## src/rtl/flit_transmitter_if.sv

```systemverilog
// Handshake bundle between the upstream FIFO/switch control and the flit transmitter.
// master = transmitter side, slave = FIFO/switch/downstream side.
interface flit_transmitter_if #(
  parameter int WIDTH = 16,
  parameter int DEPTH = 16
);
  logic [WIDTH-1:0]         head;
  logic [$clog2(DEPTH):0]   counter;
  logic                     pull;
  logic                     h;
  logic                     ack_h;
  logic                     data_av;
  logic [WIDTH-1:0]         data_out;
  logic                     credit_i;
  logic                     sender;

  modport master (
    input  head, counter, ack_h, credit_i,
    output pull, h, data_av, data_out, sender
  );

  modport slave (
    output head, counter, ack_h, credit_i,
    input  pull, h, data_av, data_out, sender
  );
endinterface

```

## src/rtl/flit_transmitter.sv

```systemverilog
// Sends header/size/payload packets from the upstream FIFO after a routing grant.
// Optional feature: define PKT_STATS_EN to add the 16-bit pkt_sent completed-packet counter.
module flit_transmitter #(
  parameter int WIDTH = 16,
  parameter int DEPTH = 16
) (
  input  logic               clock,
  input  logic               reset,
  flit_transmitter_if.master tx
`ifdef PKT_STATS_EN
  ,
  output logic [15:0]        pkt_sent
`endif
);

  localparam int CNT_W = $clog2(DEPTH) + 1;

  typedef enum logic [2:0] {
    S_IDLE,
    S_REQ,
    S_HEADER,
    S_SIZE,
    S_PAYLOAD
  } state_t;

  state_t           state;
  logic [WIDTH-1:0] flits_left;
  logic             h_q;
  logic             sender_q;

  logic [CNT_W-1:0] occupancy;
  logic             fifo_has_data;
  logic             in_data;
  logic             data_av;
  logic             transfer;
  logic             final_transfer;

  assign occupancy = tx.counter;

  // Transfer qualification is combinational so pull pops the FIFO on the same edge.
  always_comb begin
    fifo_has_data  = (occupancy != '0);
    in_data        = (state == S_HEADER) || (state == S_SIZE) || (state == S_PAYLOAD);
    data_av        = in_data && fifo_has_data && !reset;
    transfer       = data_av && tx.credit_i;
    final_transfer = transfer &&
                     (((state == S_SIZE) && (tx.head == '0)) ||
                      ((state == S_PAYLOAD) && (flits_left == WIDTH'(1))));
  end

  assign tx.data_av  = data_av;
  assign tx.pull     = transfer;
  assign tx.data_out = tx.head;
  assign tx.h        = h_q;
  assign tx.sender   = sender_q;

  always_ff @(posedge clock) begin
    if (reset) begin
      state      <= S_IDLE;
      flits_left <= '0;
      h_q        <= 1'b0;
      sender_q   <= 1'b0;
`ifdef PKT_STATS_EN
      pkt_sent   <= '0;
`endif
    end else begin
      case (state)
        S_IDLE: begin
          if (fifo_has_data) begin
            state <= S_REQ;
            h_q   <= 1'b1;
          end
        end
        S_REQ: begin
          if (tx.ack_h) begin
            state    <= S_HEADER;
            h_q      <= 1'b0;
            sender_q <= 1'b1;
          end
        end
        S_HEADER: begin
          if (transfer) state <= S_SIZE;
        end
        // A zero size flit ends the packet right after the size transfer.
        S_SIZE: begin
          if (transfer) begin
            flits_left <= tx.head;
            if (tx.head == '0) begin
              state    <= S_IDLE;
              sender_q <= 1'b0;
            end else begin
              state <= S_PAYLOAD;
            end
          end
        end
        S_PAYLOAD: begin
          if (transfer) begin
            flits_left <= flits_left - WIDTH'(1);
            if (flits_left == WIDTH'(1)) begin
              state    <= S_IDLE;
              sender_q <= 1'b0;
            end
          end
        end
        default: state <= S_IDLE;
      endcase
`ifdef PKT_STATS_EN
      if (final_transfer) pkt_sent <= pkt_sent + 16'd1;
`endif
    end
  end

`ifndef PKT_STATS_EN
  logic unused_final;
  assign unused_final = final_transfer;
`endif

endmodule

```

## src/flat_wrapper.sv

```systemverilog
// flat-port wrapper written by rule: the top's interface ports become plain ports
module flit_transmitter_flat 
#(
  parameter int WIDTH = 16,
  parameter int DEPTH = 16
)
  (clock, reset, tx_head, tx_counter, tx_ack_h, tx_credit_i, tx_pull, tx_h, tx_data_av, tx_data_out, tx_sender);
  flit_transmitter_if #(.WIDTH(WIDTH), .DEPTH(DEPTH)) tx_i ();
  input  logic clock;
  input  logic reset;
  input wire logic [$bits(tx_i.head)-1:0] tx_head;
  input wire logic [$bits(tx_i.counter)-1:0] tx_counter;
  input wire logic [$bits(tx_i.ack_h)-1:0] tx_ack_h;
  input wire logic [$bits(tx_i.credit_i)-1:0] tx_credit_i;
  output wire logic [$bits(tx_i.pull)-1:0] tx_pull;
  output wire logic [$bits(tx_i.h)-1:0] tx_h;
  output wire logic [$bits(tx_i.data_av)-1:0] tx_data_av;
  output wire logic [$bits(tx_i.data_out)-1:0] tx_data_out;
  output wire logic [$bits(tx_i.sender)-1:0] tx_sender;
  assign tx_i.head = tx_head;
  assign tx_i.counter = tx_counter;
  assign tx_i.ack_h = tx_ack_h;
  assign tx_i.credit_i = tx_credit_i;
  assign tx_pull = tx_i.pull;
  assign tx_h = tx_i.h;
  assign tx_data_av = tx_i.data_av;
  assign tx_data_out = tx_i.data_out;
  assign tx_sender = tx_i.sender;
  flit_transmitter #(.WIDTH(WIDTH), .DEPTH(DEPTH)) u_core (.clock(clock), .reset(reset), .tx(tx_i));
endmodule
```

## config.mk

```make
export PLATFORM = sky130hd
export DESIGN_NAME = flit_transmitter_flat
export DESIGN_NICKNAME = d
export VERILOG_FILES = /design/src/rtl/flit_transmitter_if.sv /design/src/rtl/flit_transmitter.sv /design/src/flat_wrapper.sv
export SDC_FILE = /design/constraint.sdc
export NUM_CORES = 1
export LEC_CHECK = 0
export CAP_MARGIN = 30
export CORE_MARGIN = 2
export CORE_UTILIZATION = 40
export CTS_BUF_LIST = sky130_fd_sc_hd__clkbuf_16
export CTS_CLUSTER_SIZE = 12
export DETAILED_ROUTE_END_ITERATION = 16
export PLACE_DENSITY_LB_ADDON = 0.08
export SLEW_MARGIN = 0
export SYNTH_ARGS = -nofsm -noshare
export SYNTH_HDL_FRONTEND = slang
export SYNTH_SLANG_ARGS = --single-unit
```

## constraint.sdc

```tcl
create_clock -name clock -period 2.3 [get_ports clock]
set_input_delay 0.345 -clock clock [delete_from_list [all_inputs] [get_ports clock]]
set_output_delay 0.345 -clock clock [all_outputs]
set_load 0.005 [all_outputs]
```

# After elaboration in Yosys (flattened, before gate mapping)
# Cells that the tools add are included.
# classes
n_addsub,1
eq_ne,12
muxes,20
reduce_logical,16
# ops
cell,count
16-bit two-way mux,2
16-bit one-hot mux with 2 select lines,1
3-bit two-way mux,7
16-bit by 1-bit equality test with 1-bit output (second input constant),1
16-bit zero test,1
16-bit by 1-bit subtractor with 16-bit output (second input constant),1
3-bit one-hot mux with 5 select lines,1
2-bit != test (second input constant),6
6-bit AND reduction,2
1-bit two-way mux,7
3-bit by 2-bit equality test with 1-bit output (second input constant),2
3-bit AND reduction,2
5-bit nonzero test,1
2-bit nonzero test,2
3-bit by 1-bit equality test with 1-bit output (second input constant),1
3-bit equality test (second input constant),1
1-bit logical AND,3
3-bit zero test,1
1-bit one-hot mux with 3 select lines,1
3-bit nonzero test,1
1-bit logical OR,2
2-bit by 1-bit != test with 1-bit output (second input constant),1
1-bit one-hot mux with 2 select lines,1
1-bit zero test,1
# totals
ff_bits,21
input_bits,25
output_inout_bits,20
word_cells,53

# Depth between registers and ports, before layout
# Gate-level depths: netlist (run 1).
# depth
depth_word,8
mapped_depth,7
depth_no_buf,7

# Worst setup path before layout (run 1)
# No wires, ideal clock.
# synth_timing
path_kind,input to output
startpoint,input tx_counter[0]
endpoint,output tx_pull
t_arrival_ns,1.521
t_required_ns,1.955
setup_slack_ns,0.434
path_stages,4
n_path_buf,0
cell_sequence,or4_4 > or2_2 > and2_1 > and2_1
# synth_via
elab_chain_cells,4
# synth_lines
element,line,text
from (decl),flat_wrapper.sv:12,input wire logic [$bits(tx_i.counter)-1:0] tx_counter;
5-bit nonzero test,flit_transmitter.sv:42,fifo_has_data = (occupancy != '0);
1-bit logical AND (2 in a row),flit_transmitter.sv:44,data_av = in_data && fifo_has_data && !reset;
net tx_data_av,flat_wrapper.sv:17,output wire logic [$bits(tx_i.data_av)-1:0] tx_data_av;
1-bit logical AND,flit_transmitter.sv:45,transfer = data_av && tx.credit_i;
to (decl),flat_wrapper.sv:15,output wire logic [$bits(tx_i.pull)-1:0] tx_pull;
# The timed path passes the listed nets, and every way through them passes these cells.

# Final worst setup path (run 1)
# layout_timing
startpoint,input tx_counter[3]
endpoint,output tx_pull
# layout_via
elab_chain_cells,4
# layout_lines
element,line
5-bit nonzero test,flit_transmitter.sv:42
1-bit logical AND (2 in a row),flit_transmitter.sv:44
1-bit logical AND,flit_transmitter.sv:45
# No other way between the ends.

==> results.rst, run 1 <==
.. list-table::
   :header-rows: 1

   * - Metric
     - Value
   * - Net count, final
     - 277
   * - Maximum clock frequency
     - 445 MHz
   * - Number of distinct standard cells referenced by the synthesized netlist
     - 47
   * - Worst-case vdd ir drop
     - 407 uV
   * - Post-route antenna net violation count
     - 0
   * - Leading cell types in the layout, fill and taps excluded
     - sky130_fd_sc_hd__clkdlybuf4s50_1 (41), sky130_fd_sc_hd__a21oi_1 (27), sky130_fd_sc_hd__dfxtp_1 (21)
   * - Clock skew
     - 0.00240 ns
   * - Asr flop ratio synth
     - 0%
   * - Status
     - finished, final reports clean
   * - Initial detailed-routing violation count
     - 116
   * - Minimum setup slack in the final design
     - 0.0533 ns
   * - Hold_buf cts
     - 0
   * - Net Count, Synth
     - 241
   * - TritonCTS Buffers
     - 3
   * - Maximum root-to-sink buffer count
     - 2
   * - Number of clock sinks
     - 21
   * - Class of the tightest hold or removal check
     - reg2reg
   * - Busiest metal layer after global routing
     - met2
   * - Setup crit end kind
     - output port
   * - Critical setup path kind
     - in2out
   * - Die X
     - 67.0 um
   * - Synth top area cells
     - sky130_fd_sc_hd__dfxtp_1 (26%), sky130_fd_sc_hd__a21oi_1 (8.5%), sky130_fd_sc_hd__buf_4 (8.0%), sky130_fd_sc_hd__o21ai_0 (5.7%), sky130_fd_sc_hd__nor2_1 (4.5%)
   * - Via count of the first global-routing pass
     - 1574
   * - Yosys warns
     - 0
   * - Starting density of the core
     - 42.4%
   * - Final Hold Violating Endpoints
     - 0
   * - First-pass GRT wire length
     - 7260 um
   * - Clock edge transition at the registers on the reported setup and hold paths
     - 0.06 ns
   * - Cell area power density
     - 565 mW/mm2
   * - Cell type with the largest total area after synthesis
     - sky130_fd_sc_hd__dfxtp_1
   * - Height of the chip
     - 67.0 um
   * - Clock tree from TritonCTS
     - done
   * - Met1 Track Usage GR
     - 26.8%
   * - Site row count
     - 22
   * - Antenna violations before repair
     - 0
   * - Crit path required time
     - 1.96 ns
   * - Number of vias in the routed layout
     - 1710
   * - Antenna diode count
     - 0
   * - Area fraction of the dominant cell type after synthesis
     - 26.5%
   * - Placer's final routability congestion estimate
     - 0.860
   * - Routed via count divided by cell count
     - 5.76
   * - Sum of overflow across all layers after global routing
     - 0
   * - Syn Inst Count
     - 214
   * - Dominant synthesized flop cell
     - sky130_fd_sc_hd__dfxtp_1
   * - Design Area, Final
     - 0.00212 mm2
   * - Maximum fanout along the worst path
     - 2
   * - Source-to-sink clock delay at the later pin of the worst-skew pair
     - 0.25 ns
   * - Slew Limit Headroom
     - 62.5%
   * - DRC violations left
     - 0
   * - Commonest non-fill, non-tap cell in the layout
     - sky130_fd_sc_hd__clkdlybuf4s50_1
   * - Die outline area
     - 0.00449 mm2
   * - Leakage
     - 0.792 nW
   * - Synthesized area
     - 0.00159 mm2
   * - RSZ-0062 raised after global routing
     - no
   * - Floorplan Core Area
     - 0.00374 mm2
   * - Finished Layout Cells
     - 297
   * - GRT Total Usage
     - 21.2%
   * - Pins over their slew limit
     - 0
   * - Sum of net half-perimeters after detailed placement
     - 3290 um
   * - Count of state elements after synthesis
     - 21
   * - Portion of the post-synthesis area used by sequential elements
     - 26.5%
   * - CTS H-tree depth
     - 1
   * - Number of synthesized flops with an enable pin
     - 0
   * - Global routing met3 resource utilization
     - 4.22%
   * - Maximum number of pins on one net before global-route repair
     - 35
   * - Global-route track usage on met2
     - 36.6%
   * - Post-DP Area
     - 0.00204 mm2
   * - Cell at the root of the clock tree
     - sky130_fd_sc_hd__clkbuf_16
   * - Worst Tran Pin Value
     - 0.560 ns
   * - Area growth from synthesis to final layout
     - 33.5%
   * - Post-route fraction of the period consumed by the critical path
     - 97.7%
   * - Min cycle time layout
     - 2.25 ns
   * - Top Ports
     - 45
   * - Setup-failing EPs final
     - 0
   * - Mean instance size in the synthesized netlist
     - 7.43 um2
   * - Max-cap viol count
     - 0
   * - Number of detailed-route iterations in the first pass
     - 4
   * - Post-Route WL
     - 4480 um
   * - Worst EP arrival
     - 1.90 ns
   * - Number of port buffers
     - 44
   * - Worst setup slack before clock tree synthesis
     - -0.360 ns
   * - Final routed wire length divided by cell count
     - 15.1 um
   * - Nature of the critical path startpoint
     - input port
   * - Placed Instances
     - 293
   * - Ratio of cells with drive above 1 in the final layout
     - 13.7%
## synth_stat cells, types with 5 or more instances
cell type / n
sky130_fd_sc_hd__and2_1: 5
sky130_fd_sc_hd__a21oi_1: 27
sky130_fd_sc_hd__nor2_1: 19
sky130_fd_sc_hd__o21ai_0: 18
sky130_fd_sc_hd__a211oi_1: 5
sky130_fd_sc_hd__nor4_1: 6
sky130_fd_sc_hd__buf_4: 17
sky130_fd_sc_hd__clkbuf_1: 7
sky130_fd_sc_hd__nand2b_1: 5
sky130_fd_sc_hd__nor3_1: 9
sky130_fd_sc_hd__dfxtp_1: 21
sky130_fd_sc_hd__inv_1: 5
sky130_fd_sc_hd__nand2_1: 11
## flip-flops by register name, indices dropped and copies added (netlist names)
signal             flops
u_core.state           3
u_core.flits_left     16
u_core.tx.h            1
u_core.tx.sender       1
## final timing paths
kind / start / end / slack (ns) / cells after the start
setup / recovery: tx_counter[3] / tx_pull / 0.05 / 6
hold / removal: u_core.flits_left[12] / u_core.flits_left[12] / 0.48 / 2
setup reg to reg: u_core.flits_left[0] / u_core.flits_left[11] / 0.35 / 5
hold reg to reg: u_core.flits_left[12] / u_core.flits_left[12] / 0.48 / 2
## power breakdown
part	switching, mW	internal (mW)
clock network	0.141	0.234
logic	0.208	0.202
registers	0.0239	0.390
## kinds of logic (layout without fill, tap and decap cells)
kind of cell             count (synthesis)  count (layout)  synth area share (%)
AO/OA/AOI/OAI                           74              74                  28.0
adder cells (fa/ha/maj)                  2               2                  1.57
buffers and inverters                   33              68                  12.1
flip-flops                              21              21                  26.5
AND/OR/NAND/NOR                         84              84                  31.8
## metal layers
| layer | vias to the layer above | part of all wire (%) |
|---|---|---|
| li1 | 848 | - |
| met1 | 816 | 45 |
| met2 | 44 | 50 |
| met3 | 2 | 4.6 |
| met4 | 0 | 0.67 |
| met5 | - | 0 |
## per-stage QoR
stage	TNS [ns]	hold slack [ns]	total power [mW]	util (%)
after floorplan	0	0.448	0.667	-
after global placement	-0.527	0.464	0.823	54.5
after detailed placement	-0.570	0.471	0.828	54.5
after CTS	0	0.478	1.20	56.6
after global routing	0	0.527	1.27	56.7
final	0	0.479	1.20	56.7
## final cells by class
cell class	count	area, um2
sequential	21	420
tap	48	60.1
timing repair buffer	59	562
multi-input combinational	160	981
clock inverter	1	5.00
fill	364	1620
clock buffer	3	75.1
inverter	5	18.8
## repair_timing
item | in CTS | in global routing
pin swaps | 1 | 2
setup buffers | 0 | 0
resized for setup | 7 | 1
endpoints found under the setup margin | 2 | 2
## critical path, stage by stage
cell and delay (ns):
sky130_fd_sc_hd__clkdlybuf4s50_1 0.40, sky130_fd_sc_hd__or4_4 0.51, sky130_fd_sc_hd__or2_4 0.24, sky130_fd_sc_hd__and2_4 0.14, sky130_fd_sc_hd__and2_1 0.14, sky130_fd_sc_hd__buf_2 0.12
Note: power is estimated with default switching activity, not from simulation.
==> run 2, diff against run 1 <==
- CORE_UTILIZATION: 40 -> 45
==> results.rst, run 2 (synthesized netlist as in run 1, its figures left out) <==
.. list-table::
   :header-rows: 1

   * - Metric
     - Value
   * - Slew Limit Headroom
     - 62.0% (-0.51 points)
   * - Final Hold Violating Endpoints
     - 0 (unchanged)
   * - Post-route antenna net violation count
     - 0 (unchanged)
   * - Worst r2r dst
     - u_core.flits_left[11]
   * - Net count, final
     - 278 (+0.36%)
   * - Setup crit end kind
     - output port
   * - Site row count
     - 21 (-4.5%)
   * - Cell repeated most along the worst path
     - sky130_fd_sc_hd__and2_4
   * - Die outline area
     - 0.00402 mm2 (-10%)
   * - Family of cells with the greatest summed delay on the critical path
     - simple AND/OR/NAND/NOR gates
   * - Top Ports
     - 45 (unchanged)
   * - Maximum root-to-sink buffer count
     - 2 (unchanged)
   * - Worst EP arrival
     - 1.92 ns (+0.02 ns)
   * - Flop-to-flop setup slack
     - 0.24 ns (-0.11 ns)
   * - Minimum setup slack in the final design
     - 0.0313 ns (-0.0220 ns)
   * - Crit path required time
     - 1.96 ns (about the same)
   * - Number of detailed-route iterations in the first pass
     - 5 (+1)
   * - Cells along the critical path
     - clkdlybuf4s50_1 > or4_4 > or2_4 > and2_4 > and2_4 > buf_2
   * - Maximum clock frequency
     - 441 MHz (-0.97%)
   * - Post-Route WL
     - 4690 um (+4.6%)
   * - Nature of the critical path startpoint
     - input port
   * - Worst path max stage delay
     - 0.52 ns (about the same)
   * - TritonCTS Buffers
     - 3 (unchanged)
   * - Status
     - finished, final reports clean
   * - Post-route fraction of the period consumed by the critical path
     - 98.6% (+0.96 points)
   * - Setup-failing EPs final
     - 0 (unchanged)
   * - Routed via count divided by cell count
     - 5.90 (+2.5%)
   * - Worst Tran Pin Value
     - 0.568 ns (+0.00856 ns)
   * - Number of port buffers
     - 44 (unchanged)
   * - Leading cell types in the layout, fill and taps excluded
     - sky130_fd_sc_hd__clkdlybuf4s50_1 (41), sky130_fd_sc_hd__a21oi_1 (27), sky130_fd_sc_hd__dfxtp_1 (21)
   * - Worst-case vdd ir drop
     - 313 uV (-23%)
   * - Commonest non-fill, non-tap cell in the layout
     - sky130_fd_sc_hd__clkdlybuf4s50_1
   * - Maximum number of pins on one net before global-route repair
     - 35 (unchanged)
   * - Final routed wire length divided by cell count
     - 15.8 um (+5.0%)
   * - Largest Register
     - u_core.flits_left
   * - First-pass GRT wire length
     - 8030 um (+11%)
   * - Class of the tightest hold or removal check
     - reg2reg
   * - Critical setup path kind
     - in2out
   * - Die X
     - 63.4 um (-5.4%)
   * - Number of clock sinks
     - 21 (unchanged)
   * - Placer's final routability congestion estimate
     - 0.850 (-1.3%)
   * - Pins over their slew limit
     - 0 (unchanged)
   * - Cell area power density
     - 559 mW/mm2 (-1.0%)
   * - Max-cap viol count
     - 0 (unchanged)
   * - Area growth from synthesis to final layout
     - 33.9%
   * - Sum of net half-perimeters after detailed placement
     - 3500 um (+6.2%)
   * - Maximum fanout along the worst path
     - 2 (unchanged)
   * - Clock edge transition at the registers on the reported setup and hold paths
     - 0.06 ns (about the same)
   * - GRT Total Usage
     - 24.4% (+3.2 points)
   * - Ratio of cells with drive above 1 in the final layout
     - 14.0% (+0.35 points)
   * - Clock tree from TritonCTS
     - done
   * - Number of cells on the worst reg-to-reg path
     - 6 (+1)
   * - Worst setup slack before clock tree synthesis
     - -0.387 ns (-0.0278 ns)
   * - Startpoint of the lowest-slack hold path
     - u_core.flits_left[12]
   * - Post-route setup TNS
     - 0 ns (unchanged)
   * - Height of the chip
     - 63.4 um (-5.4%)
   * - Clock skew
     - 0.00267 ns (+0.000272 ns)
   * - Via count of the first global-routing pass
     - 1712 (+8.8%)
   * - Critical path's slowest cell
     - sky130_fd_sc_hd__or4_4
   * - Starting density of the core
     - 47.2% (+4.8 points)
   * - Endpoint, Worst Hold
     - u_core.flits_left[12]
   * - Leakage
     - 0.800 nW (+0.97%)
   * - Initial detailed-routing violation count
     - 143 (+23%)
   * - Critical path buffer and inverter count
     - 2 (unchanged)
   * - Overall power consumption
     - 1.19 mW (-0.73%)
   * - Cell at the root of the clock tree
     - sky130_fd_sc_hd__clkbuf_16
   * - Antenna diode count
     - 0 (unchanged)
   * - Number of flip-flops under the largest register name
     - 16 (unchanged)
   * - Min cycle time layout
     - 2.27 ns (+0.0220 ns)
   * - Number of vias in the routed layout
     - 1747 (+2.2%)
   * - Fill cell instance count of the final layout
     - 333 (-8.5%)
   * - Source of the worst register-to-register timing path
     - u_core.flits_left[0]
   * - Floorplan Core Area
     - 0.00336 mm2 (-10%)
   * - Number of cells on the worst hold path
     - 2 (unchanged)
   * - Source-to-sink clock delay at the later pin of the worst-skew pair
     - 0.25 ns (about the same)
   * - Sum of overflow across all layers after global routing
     - 0 (unchanged)
   * - DRC violations left
     - 0 (unchanged)
   * - CTS H-tree depth
     - 1 (unchanged)
   * - Antenna violations before repair
     - 0 (unchanged)
   * - Registers with the most flip-flops
     - u_core.flits_left x16, u_core.state x3
   * - Worst hold slack after final layout
     - 0.489 ns (+0.0100 ns)
## run 2: changes by cell type in the layout (fill, tap and decap cells not counted), sizes merged
cell / change
buf: +1
inv: +1
clkinv: -1
## run 2: stage by stage
step | instance area, um2 | std cells | utilization, %
3_3_place_gp | 2050 | 292 | 60.8
6_report | 2130 | 296 | 63.3
3_5_place_dp | 2050 | 292 | 60.8
5_1_grt | 2130 | 296 | 63.3
2_1_floorplan | 1590 | 214 | -
4_1_cts | 2120 | 296 | 63.1
## run 2: worst max path at each step
stage,from,end,slack (ns),depth (start not counted)
3_3_place_gp,tx_counter[0],tx_pull,-0.33,6
5_1_grt,tx_counter[3],tx_pull,-0.0006,6
6_report,tx_counter[3],tx_pull,0.03,6
4_1_cts,tx_counter[0],tx_pull,0.02,6
2_1_floorplan,tx_counter[0],tx_pull,0.43,4
3_5_place_dp,tx_counter[0],tx_pull,-0.39,6
## run 2: final cells by class
class | instances | area (um2) | area share (%)
Clock buffer | 3 | 75.1 | 3.53
Clock inverter | 1 | 3.75 | 0.176
Inverter | 5 | 18.8 | 0.882
Multi-Input combinational cell | 160 | 983 | 46.2
Sequential cell | 21 | 420 | 19.8
Tap cell | 46 | 57.6 | 2.70
Timing Repair Buffer | 60 | 569 | 26.7
## run 2: worst min-delay path, stage by stage (launching register included)
cell                      delay [ns]
sky130_fd_sc_hd__dfxtp_1        0.31
sky130_fd_sc_hd__o21ai_0        0.07
sky130_fd_sc_hd__a21oi_1        0.06
## run 2: power breakdown
group / internal (mW) / total (mW) / switching, mW
logic: 0.203 / 0.416 / 0.213
registers: 0.390 / 0.413 / 0.0235
clock network: 0.231 / 0.359 / 0.128
total: 0.824 / 1.19 / 0.365
## run 2: what timing repair did
item                                    in CTS  in global routing
setup buffers                                0                  0
endpoints found under the setup margin       2                  2
pin swaps                                    0                  2
cloned                                       0                  0
resized for setup                            7                  2
hold buffers                                 0                  0
## run 2: routing by layer
metal  GRT usage [%]  wire length (um)  up-vias
li1                -                 -      849
met1            33.0              2060      821
met2            39.6              2210       69
met3            4.82               337        8
met4            6.79                80        0
met5               0                 0        -
